[config.mk]
export PLATFORM = sky130hd
export DESIGN_NAME = traffic_conflict_monitor_flat
export DESIGN_NICKNAME = d
export VERILOG_FILES = /design/src/rtl/traffic_conflict_monitor_if.sv /design/src/rtl/traffic_conflict_monitor.sv /design/src/flat_wrapper.sv
export SDC_FILE = /design/constraint.sdc
export NUM_CORES = 1
export LEC_CHECK = 0
export ABC_CLOCK_PERIOD_IN_PS = 5200
export CAP_MARGIN = 40
export CORE_UTILIZATION = 60
export CTS_CLUSTER_DIAMETER = 150
export CTS_CLUSTER_SIZE = 12
export DETAILED_ROUTE_END_ITERATION = 12
export PLACE_DENSITY = 0.87
export RECOVER_POWER = 100
export SYNTH_ARGS = -nofsm -noshare
export SYNTH_HDL_FRONTEND = slang
export SYNTH_HIERARCHICAL = 1
export SYNTH_SLANG_ARGS = --single-unit
[constraint.sdc]
create_clock -name clk -period 5.2 [get_ports clk]
set_clock_uncertainty 0.2 [all_clocks]
set_input_delay 1.04 -clock clk [delete_from_list [all_inputs] [get_ports clk]]
set_output_delay 1.04 -clock clk [all_outputs]
set_load 0.005 [all_outputs]
[src/rtl/traffic_conflict_monitor_if.sv]
// traffic_conflict_monitor_if
//   Lamp bus as seen by the conflict monitor, plus its status outputs.
//   master : the side that drives the lamps and controls (controller / bench)
//   slave  : the monitor itself
//   Signals: light_M1/M2/MT/S [2:0] (100 red, 010 yellow, 001 green),
//            flash_mode, override, clr_fault -> monitor
//            fault, fault_code[2:0], fault_head[1:0], fault_cnt[7:0], armed <- monitor
//   Optional (FAIL_FLASH_EN): safe_M1/M2/MT/S [2:0] fail-safe lamp outputs.
interface traffic_conflict_monitor_if;
    logic [2:0] light_M1;
    logic [2:0] light_M2;
    logic [2:0] light_MT;
    logic [2:0] light_S;
    logic       flash_mode;
    logic       override;
    logic       clr_fault;
    logic       fault;
    logic [2:0] fault_code;
    logic [1:0] fault_head;
    logic [7:0] fault_cnt;
    logic       armed;
`ifdef FAIL_FLASH_EN
    logic [2:0] safe_M1;
    logic [2:0] safe_M2;
    logic [2:0] safe_MT;
    logic [2:0] safe_S;

    modport master (
        output light_M1, light_M2, light_MT, light_S, flash_mode, override, clr_fault,
        input  fault, fault_code, fault_head, fault_cnt, armed,
        input  safe_M1, safe_M2, safe_MT, safe_S
    );
    modport slave (
        input  light_M1, light_M2, light_MT, light_S, flash_mode, override, clr_fault,
        output fault, fault_code, fault_head, fault_cnt, armed,
        output safe_M1, safe_M2, safe_MT, safe_S
    );
`else
    modport master (
        output light_M1, light_M2, light_MT, light_S, flash_mode, override, clr_fault,
        input  fault, fault_code, fault_head, fault_cnt, armed
    );
    modport slave (
        input  light_M1, light_M2, light_MT, light_S, flash_mode, override, clr_fault,
        output fault, fault_code, fault_head, fault_cnt, armed
    );
`endif
endinterface

[src/rtl/traffic_conflict_monitor.sv]
// traffic_conflict_monitor
//   Independent safety checker for the intersection lamp bus. Each head is
//   deglitched, then the stable values are checked for conflicting greens,
//   multi-lamp and dark heads, skipped yellows and short yellows. The first
//   fault is latched with a code/head index and fault entries are counted.
//   Ports:
//     clk  - system clock
//     rst  - asynchronous reset, active-high
//     bus  - traffic_conflict_monitor_if.slave (lamp inputs, controls, status)
//   Optional feature macro FAIL_FLASH_EN: adds registered safe_* lamp outputs
//   that pass the inputs through while healthy and flash all-red on fault.
//   Head order everywhere: 0 M1, 1 M2, 2 MT, 3 S.

// Per-head lane: deglitch, one-cycle transition history, yellow timer.
module traffic_conflict_monitor_head #(
    parameter int DEGLITCH_CYC = 16
) (
    input  logic       clk,
    input  logic       rst,
    input  logic [2:0] light_i,
    input  logic       tick_i,
    output logic [2:0] stable_o,
    output logic [2:0] prev_o,
    output logic [7:0] ytimer_o
);
    localparam int CW = $clog2(DEGLITCH_CYC + 1);

    logic [2:0]    cand_q, cand_d;
    logic [CW-1:0] hold_q, hold_d;
    logic [2:0]    stable_q, stable_d;
    logic [2:0]    prev_q, prev_d;
    logic [7:0]    ytimer_q, ytimer_d;

    always_comb begin
        cand_d   = light_i;
        hold_d   = hold_q;
        stable_d = stable_q;
        prev_d   = stable_q;
        ytimer_d = ytimer_q;
        // hold_d is the number of consecutive edges (this one included)
        // that have seen the current input value.
        if (light_i != cand_q)
            hold_d = CW'(1);
        else if (hold_q != CW'(DEGLITCH_CYC))
            hold_d = hold_q + CW'(1);
        if (hold_d == CW'(DEGLITCH_CYC))
            stable_d = light_i;
        if (stable_d == 3'b010 && stable_q != 3'b010)
            ytimer_d = '0;
        else if (stable_q == 3'b010 && tick_i && ytimer_q != 8'hFF)
            ytimer_d = ytimer_q + 8'd1;
    end

    always_ff @(posedge clk or posedge rst) begin
        if (rst) begin
            cand_q   <= '0;
            hold_q   <= '0;
            stable_q <= '0;
            prev_q   <= '0;
            ytimer_q <= '0;
        end else begin
            cand_q   <= cand_d;
            hold_q   <= hold_d;
            stable_q <= stable_d;
            prev_q   <= prev_d;
            ytimer_q <= ytimer_d;
        end
    end

    assign stable_o = stable_q;
    assign prev_o   = prev_q;
    assign ytimer_o = ytimer_q;
endmodule

module traffic_conflict_monitor #(
    parameter int TICK_DIV         = 100_000_000,
    parameter int DEGLITCH_CYC     = 16,
    parameter int MIN_YELLOW_TICKS = 2,
    parameter int ARM_CYC          = 1024,
    parameter int FLASH_DIV        = 50_000_000
) (
    input  logic clk,
    input  logic rst,
    traffic_conflict_monitor_if.slave bus
);
    localparam int NUM_HEADS = 4;
    localparam int PW = (TICK_DIV > 1) ? $clog2(TICK_DIV) : 1;
    localparam int AW = $clog2(ARM_CYC + 1);
    localparam logic [2:0] RED = 3'b100;
    localparam logic [2:0] YEL = 3'b010;
    localparam logic [2:0] GRN = 3'b001;

    typedef enum logic [1:0] {ST_ARMING, ST_MONITOR, ST_FAULT} state_t;

    logic [NUM_HEADS-1:0][2:0] light, stable, prev;
    logic [NUM_HEADS-1:0][7:0] ytimer;

    assign light = {bus.light_S, bus.light_MT, bus.light_M2, bus.light_M1};

    // Timing tick prescaler.
    logic [PW-1:0] presc_q, presc_d;
    logic          tick;
    assign tick = (presc_q == PW'(TICK_DIV - 1));

    always_comb begin
        presc_d = tick ? '0 : presc_q + PW'(1);
    end

    for (genvar h = 0; h < NUM_HEADS; h++) begin : g_head
        traffic_conflict_monitor_head #(.DEGLITCH_CYC(DEGLITCH_CYC)) u_head (
            .clk      (clk),
            .rst      (rst),
            .light_i  (light[h]),
            .tick_i   (tick),
            .stable_o (stable[h]),
            .prev_o   (prev[h]),
            .ytimer_o (ytimer[h])
        );
    end

    // Violation detection on stable values. A head counts as "non-red" when
    // its green or yellow lamp is lit. Transition checks see prev != stable
    // only in the cycle right after the stable register changed.
    logic [NUM_HEADS-1:0] go, multi, dark, skip_y, short_y;
    logic                 conflict, viol;
    logic [2:0]           viol_code;
    logic [1:0]           viol_head;

    always_comb begin
        go      = '0;
        multi   = '0;
        dark    = '0;
        skip_y  = '0;
        short_y = '0;
        for (int h = 0; h < NUM_HEADS; h++) begin
            go[h]      = |stable[h][1:0];
            multi[h]   = (stable[h] & (stable[h] - 3'd1)) != 3'd0;
            dark[h]    = !bus.flash_mode && stable[h] == 3'd0;
            skip_y[h]  = !bus.flash_mode && !bus.override &&
                         prev[h] == GRN && stable[h] == RED;
            short_y[h] = !bus.flash_mode && prev[h] == YEL && stable[h] == RED &&
                         ytimer[h] < 8'(MIN_YELLOW_TICKS);
        end
        conflict = !bus.flash_mode &&
                   ((go[3] && (go[0] || go[1] || go[2])) || (go[2] && go[1]));

        // Later assignments win: highest code first, heads scanned downwards,
        // so the lowest code and then lowest head index end up selected.
        viol_code = '0;
        viol_head = '0;
        for (int h = NUM_HEADS - 1; h >= 0; h--)
            if (short_y[h]) begin viol_code = 3'd5; viol_head = 2'(h); end
        for (int h = NUM_HEADS - 1; h >= 0; h--)
            if (skip_y[h]) begin viol_code = 3'd4; viol_head = 2'(h); end
        for (int h = NUM_HEADS - 1; h >= 0; h--)
            if (dark[h]) begin viol_code = 3'd3; viol_head = 2'(h); end
        for (int h = NUM_HEADS - 1; h >= 0; h--)
            if (multi[h]) begin viol_code = 3'd2; viol_head = 2'(h); end
        if (conflict) begin
            viol_code = 3'd1;
            viol_head = 2'd0;
        end
        viol = (viol_code != 3'd0);
    end

    // Arming / monitoring / fault FSM.
    state_t        state_q, state_d;
    logic [AW-1:0] arm_cnt_q, arm_cnt_d;
    logic          armed_q, armed_d;
    logic          fault_q, fault_d;
    logic [2:0]    code_q, code_d;
    logic [1:0]    head_q, head_d;
    logic [7:0]    cnt_q, cnt_d;

    always_comb begin
        state_d   = state_q;
        arm_cnt_d = arm_cnt_q;
        armed_d   = armed_q;
        fault_d   = fault_q;
        code_d    = code_q;
        head_d    = head_q;
        cnt_d     = cnt_q;
        case (state_q)
            ST_ARMING: begin
                arm_cnt_d = arm_cnt_q + AW'(1);
                if (arm_cnt_q == AW'(ARM_CYC - 1)) begin
                    state_d = ST_MONITOR;
                    armed_d = 1'b1;
                end
            end
            ST_MONITOR: begin
                if (viol) begin
                    state_d = ST_FAULT;
                    fault_d = 1'b1;
                    code_d  = viol_code;
                    head_d  = viol_head;
                    if (cnt_q != 8'hFF)
                        cnt_d = cnt_q + 8'd1;
                end
            end
            ST_FAULT: begin
                if (bus.clr_fault) begin
                    state_d = ST_MONITOR;
                    fault_d = 1'b0;
                end
            end
            default: state_d = ST_ARMING;
        endcase
    end

    always_ff @(posedge clk or posedge rst) begin
        if (rst) begin
            presc_q   <= '0;
            state_q   <= ST_ARMING;
            arm_cnt_q <= '0;
            armed_q   <= 1'b0;
            fault_q   <= 1'b0;
            code_q    <= '0;
            head_q    <= '0;
            cnt_q     <= '0;
        end else begin
            presc_q   <= presc_d;
            state_q   <= state_d;
            arm_cnt_q <= arm_cnt_d;
            armed_q   <= armed_d;
            fault_q   <= fault_d;
            code_q    <= code_d;
            head_q    <= head_d;
            cnt_q     <= cnt_d;
        end
    end

    assign bus.fault      = fault_q;
    assign bus.fault_code = code_q;
    assign bus.fault_head = head_q;
    assign bus.fault_cnt  = cnt_q;
    assign bus.armed      = armed_q;

`ifdef FAIL_FLASH_EN
    localparam int FW = (FLASH_DIV > 1) ? $clog2(FLASH_DIV) : 1;

    logic [FW-1:0]             fl_cnt_q, fl_cnt_d;
    logic                      phase_q, phase_d;
    logic [NUM_HEADS-1:0][2:0] safe_q, safe_d;

    always_comb begin
        fl_cnt_d = fl_cnt_q;
        phase_d  = phase_q;
        // Restart the flash with the red half on every fault entry.
        if (fault_d && !fault_q) begin
            fl_cnt_d = '0;
            phase_d  = 1'b1;
        end else if (fault_q) begin
            if (fl_cnt_q == FW'(FLASH_DIV - 1)) begin
                fl_cnt_d = '0;
                phase_d  = !phase_q;
            end else begin
                fl_cnt_d = fl_cnt_q + FW'(1);
            end
        end
        safe_d = fault_q ? {NUM_HEADS{phase_q ? RED : 3'b000}} : light;
    end

    always_ff @(posedge clk or posedge rst) begin
        if (rst) begin
            fl_cnt_q <= '0;
            phase_q  <= 1'b1;
            safe_q   <= {NUM_HEADS{RED}};
        end else begin
            fl_cnt_q <= fl_cnt_d;
            phase_q  <= phase_d;
            safe_q   <= safe_d;
        end
    end

    assign bus.safe_M1 = safe_q[0];
    assign bus.safe_M2 = safe_q[1];
    assign bus.safe_MT = safe_q[2];
    assign bus.safe_S  = safe_q[3];
`endif
endmodule

[src/flat_wrapper.sv]
// flat-port wrapper written by rule: the top's interface ports become plain ports
module traffic_conflict_monitor_flat 
#(
    parameter int TICK_DIV         = 100_000_000,
    parameter int DEGLITCH_CYC     = 16,
    parameter int MIN_YELLOW_TICKS = 2,
    parameter int ARM_CYC          = 1024,
    parameter int FLASH_DIV        = 50_000_000
)
  (clk, rst, bus_light_M1, bus_light_M2, bus_light_MT, bus_light_S, bus_flash_mode, bus_override, bus_clr_fault, bus_fault, bus_fault_code, bus_fault_head, bus_fault_cnt, bus_armed);
  traffic_conflict_monitor_if bus_i ();
  input  logic clk;
  input  logic rst;
  input wire logic [$bits(bus_i.light_M1)-1:0] bus_light_M1;
  input wire logic [$bits(bus_i.light_M2)-1:0] bus_light_M2;
  input wire logic [$bits(bus_i.light_MT)-1:0] bus_light_MT;
  input wire logic [$bits(bus_i.light_S)-1:0] bus_light_S;
  input wire logic [$bits(bus_i.flash_mode)-1:0] bus_flash_mode;
  input wire logic [$bits(bus_i.override)-1:0] bus_override;
  input wire logic [$bits(bus_i.clr_fault)-1:0] bus_clr_fault;
  output wire logic [$bits(bus_i.fault)-1:0] bus_fault;
  output wire logic [$bits(bus_i.fault_code)-1:0] bus_fault_code;
  output wire logic [$bits(bus_i.fault_head)-1:0] bus_fault_head;
  output wire logic [$bits(bus_i.fault_cnt)-1:0] bus_fault_cnt;
  output wire logic [$bits(bus_i.armed)-1:0] bus_armed;
  assign bus_i.light_M1 = bus_light_M1;
  assign bus_i.light_M2 = bus_light_M2;
  assign bus_i.light_MT = bus_light_MT;
  assign bus_i.light_S = bus_light_S;
  assign bus_i.flash_mode = bus_flash_mode;
  assign bus_i.override = bus_override;
  assign bus_i.clr_fault = bus_clr_fault;
  assign bus_fault = bus_i.fault;
  assign bus_fault_code = bus_i.fault_code;
  assign bus_fault_head = bus_i.fault_head;
  assign bus_fault_cnt = bus_i.fault_cnt;
  assign bus_armed = bus_i.armed;
  traffic_conflict_monitor #(.TICK_DIV(TICK_DIV), .DEGLITCH_CYC(DEGLITCH_CYC), .MIN_YELLOW_TICKS(MIN_YELLOW_TICKS), .ARM_CYC(ARM_CYC), .FLASH_DIV(FLASH_DIV)) u_core (.clk(clk), .rst(rst), .bus(bus_i));
endmodule
==> metrics.txt <==
Yosys warnings 6; Clock Path Buffers 2; vias in the first global route around 5700; dpl ws 1.05 ns; met2 usage 0.442; Setup WS post-layout approximately 1.1 ns; Top Family by Delay on Critical Path simple AND/OR/NAND/NOR gates; n_diodes 0; dpl hpwl 10700 um; Crit path required time between 5 and 6 ns; Tot Pwr about 2.8 mW; FP Rows 40; crit-path cells dlygate4sd3_1 -> xnor2_1 -> nand3_1 -> nor4_1 -> mux2_1; placed cell area 8060 um^2; Die Width approximately 110 um; Finished Core Util 0.698; fill cell count 838; cell leakage power between 3 and 4 nW; drt total wl ~16000 um; setup violators final 0; max-cap violations 5; total number of vias ~5800; Tightest Hold Check Type flip-flop to flip-flop; DRC Markers 0; top cell type's share of synthesized area 0.471; number of DRC markers in iteration 0 a little over 500; fin crit share 0.786; GRT Total Usage 0.263; TritonCTS sink count roughly 140; 1st-pass router iterations 5; Vias/cell around 6.3; Clk Latency, worst-skew pair approximately 0.42 ns; H-tree Lvls 4; first-pass GRT wire length between 20000 and 30000 um; antenna viol nets, final 0; max-slew violations 91; async set-reset flop share out of synthesis 1.00; met3 Usage GRT 0.0667; total grt overflow 0; synthesized area per cell roughly 11 um^2; PwrDens 324 nW/um^2; Post-Syn Nets 730; worst rel slew slack -0.431; Fin. Hold Viols 0; Root Driver clkbuf_16; RSZ-0062 raised after global routing no; Tmin final 4.09 ns; share of cells above drive strength 1 0.0955; max frequency approximately 0.24 GHz; gp weighted congestion 0.878; Post CTS Setup Buffer Count 0; Slew @ Worst Pin about 2.1 ns; worst path bufs/invs 1; die area roughly 13000 um^2; CP peak stage delay around 1.7 ns; hold_buf cts 0; worst path arrival time approximately 4.2 ns; failing checks max-capacitance violations, max-slew violations; IO buf count 31; CP Capture Type flip-flop; status finished with violations; CP startpoint kind input pin; largest net degree at the start of global routing between 40 and 50; PostCTS Resize Cnt 0; Mapped Cells between 600 and 700; Synth-to-Final Area Change 11.8%; Worst-path clk slew ~0.06 ns; Nets ~770; worst setup path class input pin to flip-flop; CTS tree yes; final instance area about 8500 um^2; GR peak layer met2; Core ar. between 10000 and 15000 um^2; number of synthesized flops with an enable pin 0; Synth area leader dfrtp_1; Starting Density 0.625; Cell Area, Synth approximately 7600 um^2; peak supply drop ~370 uV; number of buffers created by CTS 17; drt wl/cell approximately 17 um; initial antenna violation count 0; CP max-delay cell nor4_1; ranking of synthesized cells by area dfrtp_1, xor2_1, xnor2_1; GRT met1 Usage 0.330; number of distinct library cells after synthesis 65; I/O pin count 32; Synth Register Bits about 140; worst-path fanout max 11; setup TNS 0 ns; Synth Flop Type dfrtp_1; Die Span Y ~110 um; sequential element share of the synthesized area 0.471
## area by class of cell
cell class / count / area, um^2 / share of cell area
flip-flops and latches: 143 / 3580 / 0.421
inverters: 32 / 120 / 0.0141
repair buffers: 33 / 318 / 0.0374
well taps: 168 / 210 / 0.0248
multi-input cells: 514 / 3680 / 0.434
clock buffers: 20 / 447 / 0.0526
clock inverters: 12 / 136 / 0.0161
## routing by layer
metal | share of wire | routed length (um) | vias to the layer above
li1 | - | - | 2644
met1 | 0.42 | 6610 | 2898
met2 | 0.51 | 8070 | 203
met3 | 0.059 | 935 | 35
met4 | 0.016 | 260 | 0
met5 | 0 | 0 | -
## cells by family (layout without fill, tap and decap cells)
family	Yosys count	in the layout	synth area share
xor gates and xnor gates	77	77	0.0888
adders and majority gates	17	17	0.0273
and+or+nand+nor	284	284	0.236
DFF	143	143	0.471
AOI/OAI and AO/OA	106	106	0.104
muxes	30	30	0.0468
buffers and inverters	41	97	0.0267
## through the flow
step                hold WS (ns)  instances
floorplan                  0.222        698
global placement           0.239        888
detailed placement         0.248        889
CTS                        0.259        921
global route               0.265        922
finish                     0.251        922
## final timing paths
kind	startpoint	end	slack, ns	depth (start not counted)
min in group asynchronous	rst	u_core/g_head[3].u_head/prev_o[2]$_DFF_PP0_	1.03	2
hold / removal	u_core/bus.armed$_DFFE_PP0P_	u_core/bus.armed$_DFFE_PP0P_	0.25	1
setup reg to reg	u_core/presc_q[12]$_DFF_PP0_	u_core/g_head[0].u_head/ytimer_o[7]$_DFFE_PP0P_	1.38	7
hold reg to reg	u_core/bus.armed$_DFFE_PP0P_	u_core/bus.armed$_DFFE_PP0P_	0.25	1
max in group asynchronous	rst	u_core/arm_cnt_q[4]$_DFFE_PP0P_	1.33	3
setup / recovery	bus_light_S[2]	u_core/g_head[3].u_head/stable_o[2]$_DFF_PP0_	1.11	5
## cells in the final DEF (no fill, tap or decap), drive strengths merged, types with 10 or more instances in the layout
cell type	instances
dfrtp	143
nor2	59
xor2	43
nand2	41
nand3	34
xnor2	34
inv	33
dlygate4sd3	29
a21oi	28
nand4	25
clkbuf	22
mux2	20
nor4	16
ha	15
a22oi	14
o31ai	14
or4	13
o21ai	13
nor3	11
nor4b	11
mux2i	10
## registers in the layout (all words and copies together) (netlist names)
name,flops
u_core/g_head.u_head/hold_q,20
u_core/g_head.u_head/ytimer_o,32
u_core/bus.fault,1
u_core/g_head.u_head/stable_o,12
u_core/bus.fault_cnt,8
u_core/presc_q,27
u_core/g_head.u_head/cand_q,12
u_core/state_q,2
u_core/bus.fault_code,3
u_core/g_head.u_head/prev_o,12
u_core/arm_cnt_q,11
u_core/bus.armed,1
u_core/bus.fault_head,2
## worst reg2reg max path, delay by kind of cell (launching register included)
kind	cells	cell delay, ns
compound gates	2	0.33
flops	1	0.43
simple gates	5	2.76
## report_power, final
group / leakage [nW] / switching (mW) / internal [mW]
Clock: 0.265 / 0.459 / 0.719
Sequential: 1.74 / 0.0863 / 1.19
Combinational: 1.66 / 0.148 / 0.149
Total: 3.66 / 0.693 / 2.06
## synth_stat cells, drive strengths merged, types with 14 or more instances
| cell | number |
|---|---|
| nand3 | 34 |
| a22oi | 14 |
| nor2 | 59 |
| nor4 | 16 |
| xnor2 | 34 |
| o31ai | 14 |
| ha | 15 |
| inv | 32 |
| a21oi | 28 |
| nand2 | 41 |
| xor2 | 43 |
| nand4 | 25 |
| dfrtp | 143 |
| mux2 | 20 |
Note: power is estimated with default switching activity, not from simulation.
